==> src/rtl/spi_seq_pkg.sv <==
// rtl/spi_seq_pkg.sv - shared state encoding, status codes and length check for the SPI sequencer
package spi_seq_pkg;

    typedef enum logic [2:0] {
        IDLE,
        LAUNCH,
        WAIT_DONE,
        RESPOND,
        GAP
    } state_t;

    localparam logic [1:0] ST_OK      = 2'd0;
    localparam logic [1:0] ST_BAD_LEN = 2'd1;
    localparam logic [1:0] ST_TIMEOUT = 2'd2;

    function automatic logic len_ok(input int unsigned len, input int unsigned max_len);
        return (len != 0) && (len <= max_len);
    endfunction

endpackage

==> src/rtl/spi_seq_down_counter.sv <==
// rtl/spi_seq_down_counter.sv - loadable down-counter that stops at zero and flags it
module spi_seq_down_counter #(
    parameter int WIDTH = 8
) (
    input  logic             clk,
    input  logic             reset,
    input  logic             load,
    input  logic [WIDTH-1:0] load_value,
    input  logic             dec,
    output logic             zero
);

    logic [WIDTH-1:0] count;

    always_ff @(posedge clk) begin
        if (reset) begin
            count <= '0;
        end else if (load) begin
            count <= load_value;
        end else if (dec && (count != '0)) begin
            count <= count - 1'b1;
        end
    end

    assign zero = (count == '0);

endmodule

==> src/rtl/spi_transaction_sequencer.sv <==
// rtl/spi_transaction_sequencer.sv - one-at-a-time SPI command launcher; SPI_SEQ_TIMEOUT_EN adds a done watchdog
import spi_seq_pkg::*;

module spi_transaction_sequencer #(
    parameter int DATA_WIDTH            = 32,
    parameter int TRANSACTION_LEN_WIDTH = 8,
    parameter int GAP_WIDTH             = 8,
    parameter int TIMEOUT_CYCLES        = 4096
) (
    input  logic                             fabric_clk,
    input  logic                             reset,
    input  logic                             cmd_valid,
    output logic                             cmd_ready,
    input  logic [TRANSACTION_LEN_WIDTH-1:0] cmd_length,
    input  logic [DATA_WIDTH-1:0]            cmd_data,
    input  logic [DATA_WIDTH-1:0]            cmd_rw_mask,
    input  logic [GAP_WIDTH-1:0]             cfg_gap_cycles,
    output logic                             spi_start,
    output logic [TRANSACTION_LEN_WIDTH-1:0] spi_transaction_length,
    output logic [DATA_WIDTH-1:0]            spi_transaction_data,
    output logic [DATA_WIDTH-1:0]            spi_transaction_rw_mask,
    input  logic                             spi_done,
    input  logic [DATA_WIDTH-1:0]            spi_read_data,
    output logic                             rsp_valid,
    input  logic                             rsp_ready,
    output logic [DATA_WIDTH-1:0]            rsp_read_data,
    output logic [1:0]                       rsp_status,
    output logic [15:0]                      txn_count
);

    state_t state;

    logic rsp_fire;
    logic gap_load;
    logic gap_zero;
    logic wd_expired;

    assign rsp_fire = (state == RESPOND) && rsp_valid && rsp_ready;
    assign gap_load = rsp_fire && (cfg_gap_cycles != '0);

    // Loaded with gap-1 so the zero flag lands on the last GAP cycle.
    spi_seq_down_counter #(
        .WIDTH(GAP_WIDTH)
    ) u_gap_counter (
        .clk       (fabric_clk),
        .reset     (reset),
        .load      (gap_load),
        .load_value(cfg_gap_cycles - GAP_WIDTH'(1)),
        .dec       (state == GAP),
        .zero      (gap_zero)
    );

`ifdef SPI_SEQ_TIMEOUT_EN
    localparam int WD_WIDTH = $clog2(TIMEOUT_CYCLES + 1);

    logic wd_zero;

    spi_seq_down_counter #(
        .WIDTH(WD_WIDTH)
    ) u_watchdog (
        .clk       (fabric_clk),
        .reset     (reset),
        .load      (state == LAUNCH),
        .load_value(WD_WIDTH'(TIMEOUT_CYCLES - 1)),
        .dec       (state == WAIT_DONE),
        .zero      (wd_zero)
    );

    assign wd_expired = (state == WAIT_DONE) && wd_zero;
`else
    assign wd_expired = 1'b0;
`endif

    always_ff @(posedge fabric_clk) begin
        if (reset) begin
            state                   <= IDLE;
            cmd_ready               <= 1'b1;
            spi_start               <= 1'b0;
            spi_transaction_length  <= '0;
            spi_transaction_data    <= '0;
            spi_transaction_rw_mask <= '0;
            rsp_valid               <= 1'b0;
            rsp_read_data           <= '0;
            rsp_status              <= ST_OK;
            txn_count               <= '0;
        end else begin
            spi_start <= 1'b0;
            case (state)
                IDLE: begin
                    if (cmd_valid) begin
                        spi_transaction_length  <= cmd_length;
                        spi_transaction_data    <= cmd_data;
                        spi_transaction_rw_mask <= cmd_rw_mask;
                        cmd_ready               <= 1'b0;
                        if (len_ok(32'(cmd_length), DATA_WIDTH)) begin
                            spi_start <= 1'b1;
                            state     <= LAUNCH;
                        end else begin
                            rsp_valid     <= 1'b1;
                            rsp_status    <= ST_BAD_LEN;
                            rsp_read_data <= '0;
                            state         <= RESPOND;
                        end
                    end
                end
                LAUNCH: begin
                    state <= WAIT_DONE;
                end
                WAIT_DONE: begin
                    // A done pulse on the expiry cycle still counts as success.
                    if (spi_done) begin
                        rsp_read_data <= spi_read_data & ~spi_transaction_rw_mask;
                        rsp_status    <= ST_OK;
                        rsp_valid     <= 1'b1;
                        state         <= RESPOND;
                    end else if (wd_expired) begin
                        rsp_read_data <= '0;
                        rsp_status    <= ST_TIMEOUT;
                        rsp_valid     <= 1'b1;
                        state         <= RESPOND;
                    end
                end
                RESPOND: begin
                    if (rsp_ready) begin
                        rsp_valid <= 1'b0;
                        txn_count <= txn_count + 16'd1;
                        if (cfg_gap_cycles != '0) begin
                            state <= GAP;
                        end else begin
                            state     <= IDLE;
                            cmd_ready <= 1'b1;
                        end
                    end
                end
                GAP: begin
                    if (gap_zero) begin
                        state     <= IDLE;
                        cmd_ready <= 1'b1;
                    end
                end
                default: begin
                    state     <= IDLE;
                    cmd_ready <= 1'b1;
                end
            endcase
        end
    end

endmodule
==> config.mk <==
export PLATFORM = sky130hd
export DESIGN_NAME = spi_transaction_sequencer
export DESIGN_NICKNAME = d
export VERILOG_FILES = /design/src/rtl/spi_seq_pkg.sv /design/src/rtl/spi_seq_down_counter.sv /design/src/rtl/spi_transaction_sequencer.sv
export SDC_FILE = /design/constraint.sdc
export NUM_CORES = 1
export LEC_CHECK = 0
export ABC_AREA = 1
export BUFFER_PORTS_ARGS = -buffer_cell sky130_fd_sc_hd__buf_2
export CAP_MARGIN = 20
export CORE_UTILIZATION = 47
export CTS_CLUSTER_DIAMETER = 200
export DETAILED_ROUTE_END_ITERATION = 10
export PLACE_DENSITY_LB_ADDON = 0.3
export RECOVER_POWER = 25
export SYNTH_ARGS = -nofsm -noshare
export SYNTH_HDL_FRONTEND = slang
export SYNTH_SLANG_ARGS = --single-unit
==> constraint.sdc <==
create_clock -name fabric_clk -period 1.8 [get_ports fabric_clk]
set_input_delay 0.18 -clock fabric_clk [delete_from_list [all_inputs] [get_ports fabric_clk]]
set_output_delay 0.18 -clock fabric_clk [all_outputs]
set_load 0.005 [all_outputs]
Word-level counts from Yosys, hierarchy flattened
Index checks and enable logic that the tools add are counted.
{"block": "word_totals", "word_cells": 79, "out_inout_bits": 125, "regBits": 136}
{"block": "classes", "n_reduce_logical": 21, "bitwise": 5, "add_sub_neg": 3, "n_lt_le_gt_ge": 1, "mux": 28, "n_eq_ne": 10}
{"operator": "two-way mux 32 bit", "count": 3}
{"operator": "case mux 32 bit (2 select lines)", "count": 1}
{"operator": "bitwise AND 32 bit", "count": 1}
{"operator": "NOT 32 bit", "count": 1}
{"operator": "nonzero test 8 bit", "count": 3}
{"operator": "adder 16 x 1 -> 16 bit (second input constant)", "count": 1}
{"operator": "two-way mux 8 bit", "count": 2}
{"operator": "subtractor 8 x 1 -> 8 bit (second input constant)", "count": 2}
{"operator": "two-way mux 3 bit", "count": 5}
{"operator": "case mux 3 bit (5 select lines)", "count": 1}
{"operator": "inequality test 2 bit (second input constant)", "count": 6}
{"operator": "AND reduction 5 bit", "count": 2}
{"operator": "two-way mux 1 bit", "count": 9}
{"operator": "<= comparator 8 x 6 -> 1 bit (second input constant)", "count": 1}
{"operator": "zero test 8 bit", "count": 1}
{"operator": "two-way mux 2 bit", "count": 4}
{"operator": "AND reduction 4 bit", "count": 2}
{"operator": "== test 3 x 2 -> 1 bit (second input constant)", "count": 2}
{"operator": "logical AND 1 bit", "count": 5}
{"operator": "case mux 1 bit (4 select lines)", "count": 1}
{"operator": "case mux 2 bit (2 select lines)", "count": 1}
{"operator": "AND reduction 2 bit", "count": 2}
{"operator": "nonzero test 2 bit", "count": 2}
{"operator": "== test 3 x 1 -> 1 bit (second input constant)", "count": 1}
{"operator": "7 further kinds", "count": 9}

Logic depth before layout (Yosys ltp)
Gate-level depths: netlist (run 1).
{"block": "logic_depth", "depth_word": 5, "ltp_mapped": 15}

Modules after synthesis
From an unflattened synthesis (run 1), not the netlist that was laid out.
{"block": "hier_totals", "cells_unflattened": 867, "area_unflattened_um2": 5929.4}
{"mod": "spi_transaction_sequencer", "cells_each": 763, "n_inst": 1, "area_per_inst_um2": 5328.9, "seq_area_each_um2": 2542.4}
{"mod": "spi_seq_down_counter", "cells_each": 104, "n_inst": 1, "area_per_inst_um2": 600.6, "seq_area_each_um2": 160.2}

Worst setup path before layout (run 1)
Ideal clock, no wire load.
{"block": "synth_path", "path_type": "register to register", "startpoint": "reg state[1]", "endpoint": "reg u_gap_counter.count[6]", "required_time_ns": 1.691, "arrival_ns": 1.583, "stages_incl_launch_ff": 13, "synth_period_minus_slack_ns": 1.692, "setup_ns": 0.109, "setup_slack_ns": 0.108, "path_cell_list": "dfxtp_1 nand4_4 nor2_4 nand2_2 nand2_1 nand2_1 ha_1 nand3_1 nor2_1 nand3_1 nand3_1 nand2_1 inv_1"}
{"block": "synth_between", "elab_chain_cells": 5, "word_cells_on_any_way": 8, "classes_between": "2 x eq/ne; 1 x mux; 5 x reduce/logical"}
{"item": "from (decl)", "line": "spi_transaction_sequencer.sv:31", "text": "state_t state;"}
{"item": "from (signal assigned)", "line": "spi_transaction_sequencer.sv:76", "text": "state <= IDLE;"}
{"item": "from (signal assigned)", "line": "spi_transaction_sequencer.sv:97", "text": "state <= LAUNCH;"}
{"item": "from (signal assigned)", "line": "spi_transaction_sequencer.sv:102", "text": "state <= RESPOND;"}
{"item": "== test 3 x 2 -> 1 bit", "line": "spi_transaction_sequencer.sv:38", "text": "assign rsp_fire = (state == RESPOND) && rsp_valid && rsp_ready;"}
{"item": "logical AND 1 bit (2 in a row)", "line": "spi_transaction_sequencer.sv:38"}
{"item": "logical AND 1 bit", "line": "spi_transaction_sequencer.sv:39", "text": "assign gap_load = rsp_fire && (cfg_gap_cycles != '0);"}
{"item": "two-way mux 8 bit / nonzero test 2 bit (equally long branches)"}
{"item": "to (signal assigned)", "line": "spi_seq_down_counter.sv:19", "text": "count <= load_value;"}
{"item": "to (signal assigned)", "line": "spi_seq_down_counter.sv:21", "text": "count <= count - 1'b1;"}
{"item": "to (decl)", "line": "spi_seq_down_counter.sv:13", "text": "logic [WIDTH-1:0] count;"}
Several ways; a longest one is shown, not always the timed one.
A chain may end at the register's enable or synchronous reset.

Final worst setup path (run 1)
{"block": "layout_path", "startpoint": "reg state[2]", "endpoint": "reg txn_count[14]"}
{"block": "layout_between", "elab_chain_cells": 2}
{"item": "== test 3 x 2 -> 1 bit", "line": "spi_transaction_sequencer.sv:88", "text": "case (state)"}
{"item": "AND reduction 2 bit (no line)"}
{"item": "to (signal assigned)", "line": "spi_transaction_sequencer.sv:126", "text": "txn_count <= txn_count + 16'd1;"}
{"item": "to (decl)", "line": "spi_transaction_sequencer.sv:28", "text": "output logic [15:0] txn_count"}
No other way between the ends.

==> results of run 1 <==
sequential cells by signal (all words and copies together), names as in the netlist:
| signal | cells |
|---|---|
| rsp_valid | 1 |
| rsp_read_data | 32 |
| spi_start | 1 |
| spi_transaction_rw_mask | 32 |
| spi_transaction_data | 32 |
| state | 3 |
| rsp_status | 1 |
| u_gap_counter.count | 8 |
| spi_transaction_length | 8 |
| txn_count | 16 |
| cmd_ready | 1 |
critical path, cell delays in order, from the launching register on:
cell and delay [ps]:
dfxtp_1 320, inv_2 100, nand4_4 130, buf_4 190, nor3_4 200, nand2_1 90
nor2_2 150, nand3_1 130, inv_1 100, nand3_1 70, nand2_1 60, nor2_1 40
cells in the mapped netlist:
cell,count
a211oi_1,1
a211oi_2,1
a21oi_1,123
a31oi_1,1
a32oi_1,5
and3b_1,1
buf_2,8
buf_4,2
buf_6,1
clkbuf_1,32
conb_1,1
dfxtp_1,135
ha_1,2
inv_1,86
nand2_1,121
nand2_2,2
nand3_1,86
nand4_1,2
nand4_4,1
nor2_1,36
nor2_2,3
nor2_4,1
nor3_1,6
nor3_2,1
nor3b_1,1
o21a_1,2
o21ai_0,55
o21ai_1,6
o31ai_1,1
or2_2,1
xor2_1,3
final cells by class:
class                      instances  area share
timing repair buffer             266      0.1871
multi-input combinational        463      0.3067
antenna                            1   0.0003344
sequential                       135      0.3617
inverter                          86     0.04314
clock buffer                      25     0.06890
tap                              140     0.02341
clock inverter                     3    0.008696
where the power goes:
part           internal (W)  leakage, nW  switching, W
clock               0.00223        0.287       0.00117
combinational      0.000773         2.06       0.00122
sequential          0.00337         1.10      0.000197
final timing paths:
check | to | slack [ps]
worst max-delay path | txn_count[14] | 100
worst min-delay path | spi_transaction_data[31] | 40
worst max register to register | txn_count[14] | 100
worst min register to register | spi_transaction_data[30] | 460
logic make-up (layout without fill, tap and decap cells):
logic type,Yosys count,in the layout
AOI/OAI and AO/OA,195,195
xor gates and xnor gates,3,3
adders and majority gates,2,2
buffers and inverters,129,380
DFF,135,135
other,1,2
and+or+nand+nor,262,262
layer usage:
layer  wire length (um)  vias up
li1                   -     2868
met1               6112     2542
met2               7812      242
met3               1469       21
met4                333        0
met5                  0        -
repair_timing:
item,in CTS,in global routing
setup endpoints to repair,2,15
resized for setup,0,19
buffers inserted,2,3
pin swaps,0,4
per-stage QoR:
stage	TNS (ps)	total power (W)
floorplan	0	0.004738
global placement	0	0.005598
detailed placement	0	0.005630
CTS	0	0.009036
global route	-115.6	0.009484
finish	0	0.008965
==> impl_metrics.json, run 1 <==
{
  "grtUsageMet2": 0.4546,
  "syn_inst": 727,
  "placed_cell_area_um2": 6864,
  "hold_violations": 0,
  "place_ws_ps": 0.3235,
  "crit_start": "state[2]",
  "holdBufCountCts": 0,
  "firstDrtPassIters": 5,
  "vias": 5673,
  "cts_inserted_buffers": 17,
  "setup_violations": 0,
  "yosys_warnings": 0,
  "slew_violations": 0,
  "synthSimpleGateAreaFrac": 0.2130,
  "grtUsageMet3": 0.1061,
  "post_drt_wl_per_cell_um": 14.05,
  "grt_use_met1": 0.2709,
  "min_path_cells": 3,
  "synth-adder-area-share": 0.004601,
  "syn_nets": 846,
  "htree_levels": 4,
  "grt_pass1_wl_um": 23540,
  "cts_tree": "yes",
  "drive_above_1_share": 0.2781,
  "avgSynthCellArea_um2": 7.481,
  "grt-busiest-layer": "met2",
  "rsz0062_at_grt": "yes",
  "status": "complete, no violations",
  "r2r_start": "state[2]",
  "numClockSinks": 135,
  "clockBufferDepth": 2,
  "final_area_um2": 7482,
  "synth-seq-cells": 135,
  "finClkSkew_ps": 8.018,
  "synth_compound_area_frac": 0.1863,
  "post-route-drc-count": 0,
  "placed_cells": 1085,
  "regArea_um2": 2706,
  "critPathRequiredTime_ps": 2100,
  "synth.top_cells.by_area": "dfxtp_1 50%, a21oi_1 11%, nand2_1 8.4%",
  "period_share": 0.9422,
  "utilization": 0.6754,
  "synth_area_um2": 5439,
  "wl_um": 15730,
  "hp-start": "cmd_data[31]",
  "mostFrequentLayoutCell": "buf_2",
  "nFillCells": 973,
  "hold-worst-slack_ps": 35.27,
  "finalNetCount": 1088,
  "r2r_cells": 11,
  "path_max_fanout": 5,
  "startpoint_type": "register",
  "antenna_found_initial": 1,
  "multiInputGateArea_um2": 2295,
  "placement_rows": 38,
  "yosysUniqueCellTypes": 31,
  "via_per_inst": 5.070,
  "worstSetupPathType": "register to register",
  "track_usage": 0.2569,
  "max-vdd-ir-drop_mv": 0.7576,
  "synth_top_family_by_area": "simple AND/OR/NAND/NOR gates",
  "hp-class": "input pin to register",
  "io_pins": 242,
  "fin_crit_ps": 1696,
  "start_util": 0.4910,
  "globalplace.congestion": 0.8384,
  "port_buffers": 240,
  "setup.worst_path.end_class": "register",
  "dp_hpwl_um": 10720,
  "synthXorXnorAreaFrac": 0.004831,
  "grt_pass1_vias": 5128,
  "dieArea_um2": 12010,
  "drv_cap": 0,
  "ant_nets": 0,
  "synth_top_area_cell": "dfxtp_1",
  "grt_max_degree": 106,
  "layout_setup_ws_ps": 104.1,
  "seq_area_frac_synth": 0.4969,
  "root_buffer": "clkbuf_16",
  "mostFrequentLayoutCells": "193 x buf_2, 132 x dfxtp_1, 123 x a21oi_1",
  "drt_iter0_drc": 442,
  "synth.area.mux_share": 0,
  "cp_data_arrival_time_ps": 2000,
  "clk_latency_ps": 410,
  "synthToLayoutAreaGrowth_pct": 37.57,
  "die_height_um": 109.6,
  "grt.overflow.total": 0,
  "die_w_um": 109.6,
  "core_um2": 11080,
  "netlist.area_leader.share": 0.4969,
  "cts.clk_slew.worst_paths_ps": 50,
  "powerDensity_nw_per_um2": 1198,
  "finalNonFillerCells": 1119,
  "p_leak_nw": 3.453,
  "max_freq_mhz": 589.7
}
No activity file was read; power rests on OpenSTA's default activity.
==> inputs of run 2 (changes only) <==
clock period = 1.9 ns   (was 1.8 ns; I/O delays follow)
==> impl_metrics.json, run 2 (same netlist as run 1, synthesis figures left out) <==
{
  "r2r_slack_ps": 150,
  "drt_iter0_drc": 355,
  "grt.overflow.total": 0,
  "r2r_end": "u_gap_counter.count[6]",
  "crit_path_frequent_cell": "nand2_1",
  "cts_setup_buffers": 0,
  "finalNetCount": 1076,
  "cp_num_buf_inv": 1,
  "post-route-drc-count": 0,
  "grt_max_degree": 106,
  "worstSetupPathType": "register to register",
  "powerDensity_nw_per_um2": 1150,
  "firstDrtPassIters": 7,
  "hp-class": "input pin to register",
  "io_pins": 242,
  "pwr-share-clk": 0.381,
  "setup_violations": 0,
  "cpPeakStageDelay_ps": 410,
  "clk_latency_ps": 400,
  "rsz0062_at_grt": "no",
  "internal-power_w": 0.005888,
  "seqPwrFrac": 0.401,
  "crit_start": "state[0]",
  "cts_tree": "yes",
  "crit_path_cell_trace": "nand4_4 -> nor2_4 -> nand3_1 -> nand2_1 -> ha_1 -> nand3_1 -> nor2_1 -> nand2_1 -> nand2_1 -> nand3_1 -> nand2_1 -> inv_1",
  "ant_nets": 0,
  "port_buffers": 240,
  "post_drt_wl_per_cell_um": 13.58,
  "via_per_inst": 5.046,
  "core_um2": 11080,
  "max-vdd-ir-drop_mv": 0.9028,
  "clockBufferDepth": 2,
  "hold_violations": 0,
  "p_switching_w": 0.002536,
  "antenna_found_initial": 1,
  "path_max_fanout": 6,
  "root_buffer": "clkbuf_16",
  "synthToLayoutAreaGrowth_pct": 34.67,
  "antenna_cells": 0,
  "cp_top_family": "simple AND/OR/NAND/NOR gates",
  "setup_tns_ps": 0,
  "crit_end": "u_gap_counter.count[6]",
  "status": "complete, no violations",
  "period_share": 0.9223,
  "vias": 5596,
  "slowest_stage": "dfxtp_1",
  "htree_levels": 4,
  "hold-worst-slack_ps": 48.31,
  "fin_crit_ps": 1752,
  "startpoint_type": "register",
  "start_util": 0.4910,
  "critPathRequiredTime_ps": 2210,
  "placement_rows": 38,
  "die_height_um": 109.6,
  "cp_data_arrival_time_ps": 2060,
  "setup.worst_path.end_class": "register",
  "finClkSkew_ps": 8.963,
  "r2r_start": "state[0]",
  "mostFrequentLayoutCell": "buf_2",
  "numClockSinks": 135,
  "cts_inserted_buffers": 17,
  "r2r_cells": 12,
  "p_leak_nw": 3.354,
  "cp_num_cells": 12,
  "cts.clk_slew.worst_paths_ps": 60,
  "drv_cap": 0,
  "grt_pass1_wl_um": 22710,
  "dieArea_um2": 12010,
  "grt_pass1_vias": 4856,
  "track_usage": 0.2445,
  "dp_hpwl_um": 10520,
  "drive_above_1_share": 0.2580,
  "max_freq_mhz": 570.7,
  "wl_um": 15070,
  "reg_top3": "rsp_read_data x32, spi_transaction_data x32, spi_transaction_rw_mask x32",
  "combPwrFrac": 0.218,
  "die_w_um": 109.6,
  "globalplace.congestion": 0.8841,
  "mostFrequentLayoutCells": "190 x buf_2, 134 x dfxtp_1, 123 x a21oi_1",
  "slew_violations": 0,
  "swShare": 0.3011
}
[run 2: cell type report]
class	instances	area, um^2
multi-input combinational	463	2247
fill	1019	3754
sequential	135	2704
clock buffer	20	456.7
clock inverter	11	125.1
timing repair buffer	254	1294
tap	140	175.2
inverter	86	322.8
[run 2: stage by stage]
stage	util	area, um^2	setup slack [ps]	instances	total power [W]
2_1_floorplan	-	5439	208.0	727	0.004488
3_3_place_gp	0.6137	6799	130.4	1078	0.005282
3_5_place_dp	0.6137	6799	77.10	1078	0.005301
4_1_cts	0.6663	7381	72.01	1109	0.008510
5_1_grt	0.6612	7325	7.225	1109	0.008889
6_report	0.6612	7325	147.6	1109	0.008425
[run 2: how the worst min path moves through the flow]
stage	start	end	slack, ps	cells past startpoint
finish	cmd_data[31]	spi_transaction_data[31]	50	3
global route	cmd_data[1]	spi_transaction_data[1]	40	3
CTS	cmd_data[21]	spi_transaction_data[21]	40	3
detailed placement	rsp_read_data[15]	rsp_read_data[15]	450	2
global placement	rsp_read_data[25]	rsp_read_data[25]	440	2
floorplan	cmd_length[7]	spi_transaction_length[7]	350	2
[run 2: routing by layer]
metal	GRT usage	vias to the layer above	share of wire
met5	0	-	0.00073
met3	0.08417	21	0.087
li1	-	2854	-
met1	0.2747	2508	0.41
met2	0.4259	211	0.49
met4	0.09238	2	0.020
[run 2: timing repair]
action,CTS,global route
endpoints found under the setup margin,0,31
hold buffers,0,0
resized for setup,0,4
[run 2: worst register-to-register path, cell delays in order (launching register included)]
cell     delay (ps)
dfxtp_1         410
nand4_4         180
nor2_4          160
nand3_1          90
nand2_1         120
ha_1            210
nand3_1         110
nor2_1          130
nand2_1          70
nand2_1          50
nand3_1          60
nand2_1          60
inv_1            30
[run 2: power by group through the flow]
stage | registers [W] | logic [W] | clock network, W
after floorplan | 0.00346 | 0.00103 | 0
after global placement | 0.00342 | 0.00186 | 0
after detailed placement | 0.00343 | 0.00187 | 0
after CTS | 0.00337 | 0.00188 | 0.00325
after global routing | 0.00343 | 0.00207 | 0.00340
final | 0.00338 | 0.00183 | 0.00321
==> inputs of run 3 (changes only) <==
CORE_UTILIZATION = 48   (was 47)
GPL_TIMING_DRIVEN = 0   (was unset)
SYNTH_HIERARCHICAL = 1   (was unset)
==> impl_metrics.json, run 3 <==
{
  "status": "complete, no violations",
  "internal-power_w": 0.006703,
  "syn_inst": 867,
  "setup_violations": 0,
  "netlist.area_leader.share": 0.4558,
  "io_pins": 242,
  "cts.clk_slew.worst_paths_ps": 60,
  "placed_cell_area_um2": 7315,
  "firstDrtPassIters": 5,
  "max-vdd-ir-drop_mv": 0.7542,
  "r2r_start": "state[1]",
  "combPwrFrac": 0.358,
  "p_total_w": 0.01072,
  "placement_rows": 40,
  "worstSetupPathType": "register to register",
  "mostFrequentLayoutCell": "buf_2",
  "synth_area_um2": 5929,
  "drv_cap": 0,
  "drt_iter0_drc": 379,
  "worst_slew_pin_slew_ps": 589.8,
  "yosys_warnings": 6,
  "numClockSinks": 135,
  "cpPeakStageDelay_ps": 400,
  "crit_start": "state[1]",
  "globalplace.congestion": 0.8539,
  "dieArea_um2": 12800,
  "period_share": 0.9188,
  "drive_above_1_share": 0.2544,
  "grtUsageMet2": 0.4814,
  "ys.flop_type": "dfxtp_1",
  "grt_use_met1": 0.3183,
  "rsz0062_at_grt": "no",
  "clk_latency_ps": 420,
  "wl_um": 17660,
  "p_switching_w": 0.004017,
  "die_height_um": 113.1,
  "final_area_um2": 7846,
  "ant_nets": 0,
  "syn_nets": 988,
  "cts_inserted_buffers": 17,
  "swShare": 0.3747,
  "seqPwrFrac": 0.367,
  "nFillCells": 1153,
  "grt_max_degree": 17,
  "reg_top3": "rsp_read_data x32, spi_transaction_data x32, spi_transaction_rw_mask x32",
  "synth.top_cells.by_area": "dfxtp_1 46%, nand2_1 13%, a21oi_1 9.3%",
  "yosysUniqueCellTypes": 28,
  "track_usage": 0.2776,
  "core_um2": 12010,
  "max_freq_mhz": 572.8,
  "cts_tree": "yes",
  "hold-worst-slack_ps": 13.89,
  "synthToLayoutAreaGrowth_pct": 32.33,
  "via_per_inst": 4.926,
  "cp_num_buf_inv": 4,
  "cp_top_family": "simple AND/OR/NAND/NOR gates",
  "pwr-share-clk": 0.276,
  "hp-class": "input pin to register",
  "vias": 6345,
  "clockBufferDepth": 2,
  "seq_area_frac_synth": 0.4558,
  "root_buffer": "clkbuf_16",
  "mostFrequentLayoutCells": "227 x buf_2, 208 x nand2_1, 135 x dfxtp_1",
  "antenna_found_initial": 2,
  "avgSynthCellArea_um2": 6.839,
  "synth-seq-cells": 135,
  "htree_levels": 4,
  "grt-busiest-layer": "met2",
  "start_util": 0.4936,
  "post-route-drc-count": 0,
  "startpoint_type": "register",
  "setup_tns_ps": 0,
  "synth_top_area_cell": "dfxtp_1",
  "slowest_stage": "dfxtp_1",
  "port_buffers": 240,
  "grtUsageMet3": 0.08731,
  "path_max_fanout": 10,
  "dp_hpwl_um": 13120,
  "grt.overflow.total": 0,
  "postSynth.asyncResetShare": 0,
  "setup.worst_path.end_class": "register",
  "die_w_um": 113.1,
  "holdBufCountCts": 0,
  "slew_violations": 0,
  "hold_violations": 0,
  "relSlewSlack": 0.6068,
  "synth_common_cells": "209 x nand2_1, 135 x dfxtp_1, 110 x a21oi_1",
  "crit_path_cell_trace": "nand2_1 -> nor3_4 -> inv_2 -> nor2_1 -> clkbuf_4 -> inv_2 -> nand2_4 -> clkinv_2 -> nor2_1 -> nor2_1",
  "finClkSkew_ps": 4.848,
  "synth_edf_count": 0,
  "p_leak_nw": 3.854,
  "finalNetCount": 1248,
  "place_ws_ps": -191.6,
  "hp-start": "cmd_data[15]",
  "fin_crit_ps": 1746,
  "powerDensity_nw_per_um2": 1366,
  "layout_setup_ws_ps": 154.2,
  "post_drt_wl_per_cell_um": 13.71,
  "grt_pass1_vias": 5804,
  "grt_pass1_wl_um": 27700,
  "critPathRequiredTime_ps": 2210,
  "yosysMostFrequentCell": "nand2_1",
  "crit_path_frequent_cell": "nor2_1",
  "cp_data_arrival_time_ps": 2050
}
==> run 3: cell types whose count changed in the layout (fill, tap and decap cells not counted), moves of 6 or more <==
cell / delta
nand2_1: +89
o21ai_0: -11
inv_1: +6
nand3_1: -13
inv_2: +9
buf_4: -8
nor2_1: +64
buf_2: +37
a21oi_1: -13
==> run 3: cells by family after synthesis <==
group,Yosys count,synth area share
and+or+nand+nor,411,0.2901
xor gates and xnor gates,8,0.01182
other,1,0.0006324
DFF,135,0.4558
buffers and inverters,147,0.09686
AOI/OAI and AO/OA,161,0.1363
adders and majority gates,4,0.008441
==> run 3: worst reg2reg max path, delay by kind of cell, from the launching register on <==
family / cells / cell delay, ps
simple gates: 6 / 750
flops: 1 / 400
buf+inv: 4 / 480
==> run 3: final cells by class <==
cell class	count	area (um^2)	area share
Buffer	44	196.4	0.02504
Clock inverter	12	80.08	0.01021
Sequential cell	135	2703	0.3444
Tap cell	147	183.9	0.02344
Inverter	103	387.9	0.04943
Multi-Input combinational cell	585	2670	0.3403
Clock buffer	20	446.7	0.05693
Antenna cell	1	2.502	0.0003189
Timing Repair Buffer	241	1176	0.1499
==> run 3: power by group through the flow <==
stage / clock (W) / combinational [W] / sequential, W
floorplan: 0 / 0.00228 / 0.00403
global placement: 0 / 0.00378 / 0.00394
detailed placement: 0 / 0.00383 / 0.00396
CTS: 0.00299 / 0.00385 / 0.00392
global route: 0.00312 / 0.00435 / 0.00401
finish: 0.00296 / 0.00383 / 0.00393
==> run 3: final timing paths <==
kind | end | slack [ps] | cells after the start
max | u_gap_counter/count[1] | 150 | 10
max reg2reg | u_gap_counter/count[1] | 150 | 10
min | spi_transaction_data[15] | 10 | 3
min reg2reg | rsp_valid | 460 | 2
==> run 3: routing by layer <==
| metal | wire (um) | part of all wire |
|---|---|---|
| met3 | 1357 | 0.077 |
| met4 | 389 | 0.022 |
| met5 | 9 | 0.00051 |
| met2 | 8461 | 0.48 |
| met1 | 7437 | 0.42 |
==> run 3: through the flow <==
step / cells / utilization
after global routing: 1288 / 0.6532
after CTS: 1287 / 0.6535
final: 1288 / 0.6532
after floorplan: 867 / -
after detailed placement: 1254 / 0.6090
after global placement: 1254 / 0.6090
==> run 3: timing repair <==
item	CTS	global route
pin swaps	1	0
buffers inserted	1	0
setup endpoints to repair	8	39
gates resized for setup	1	14
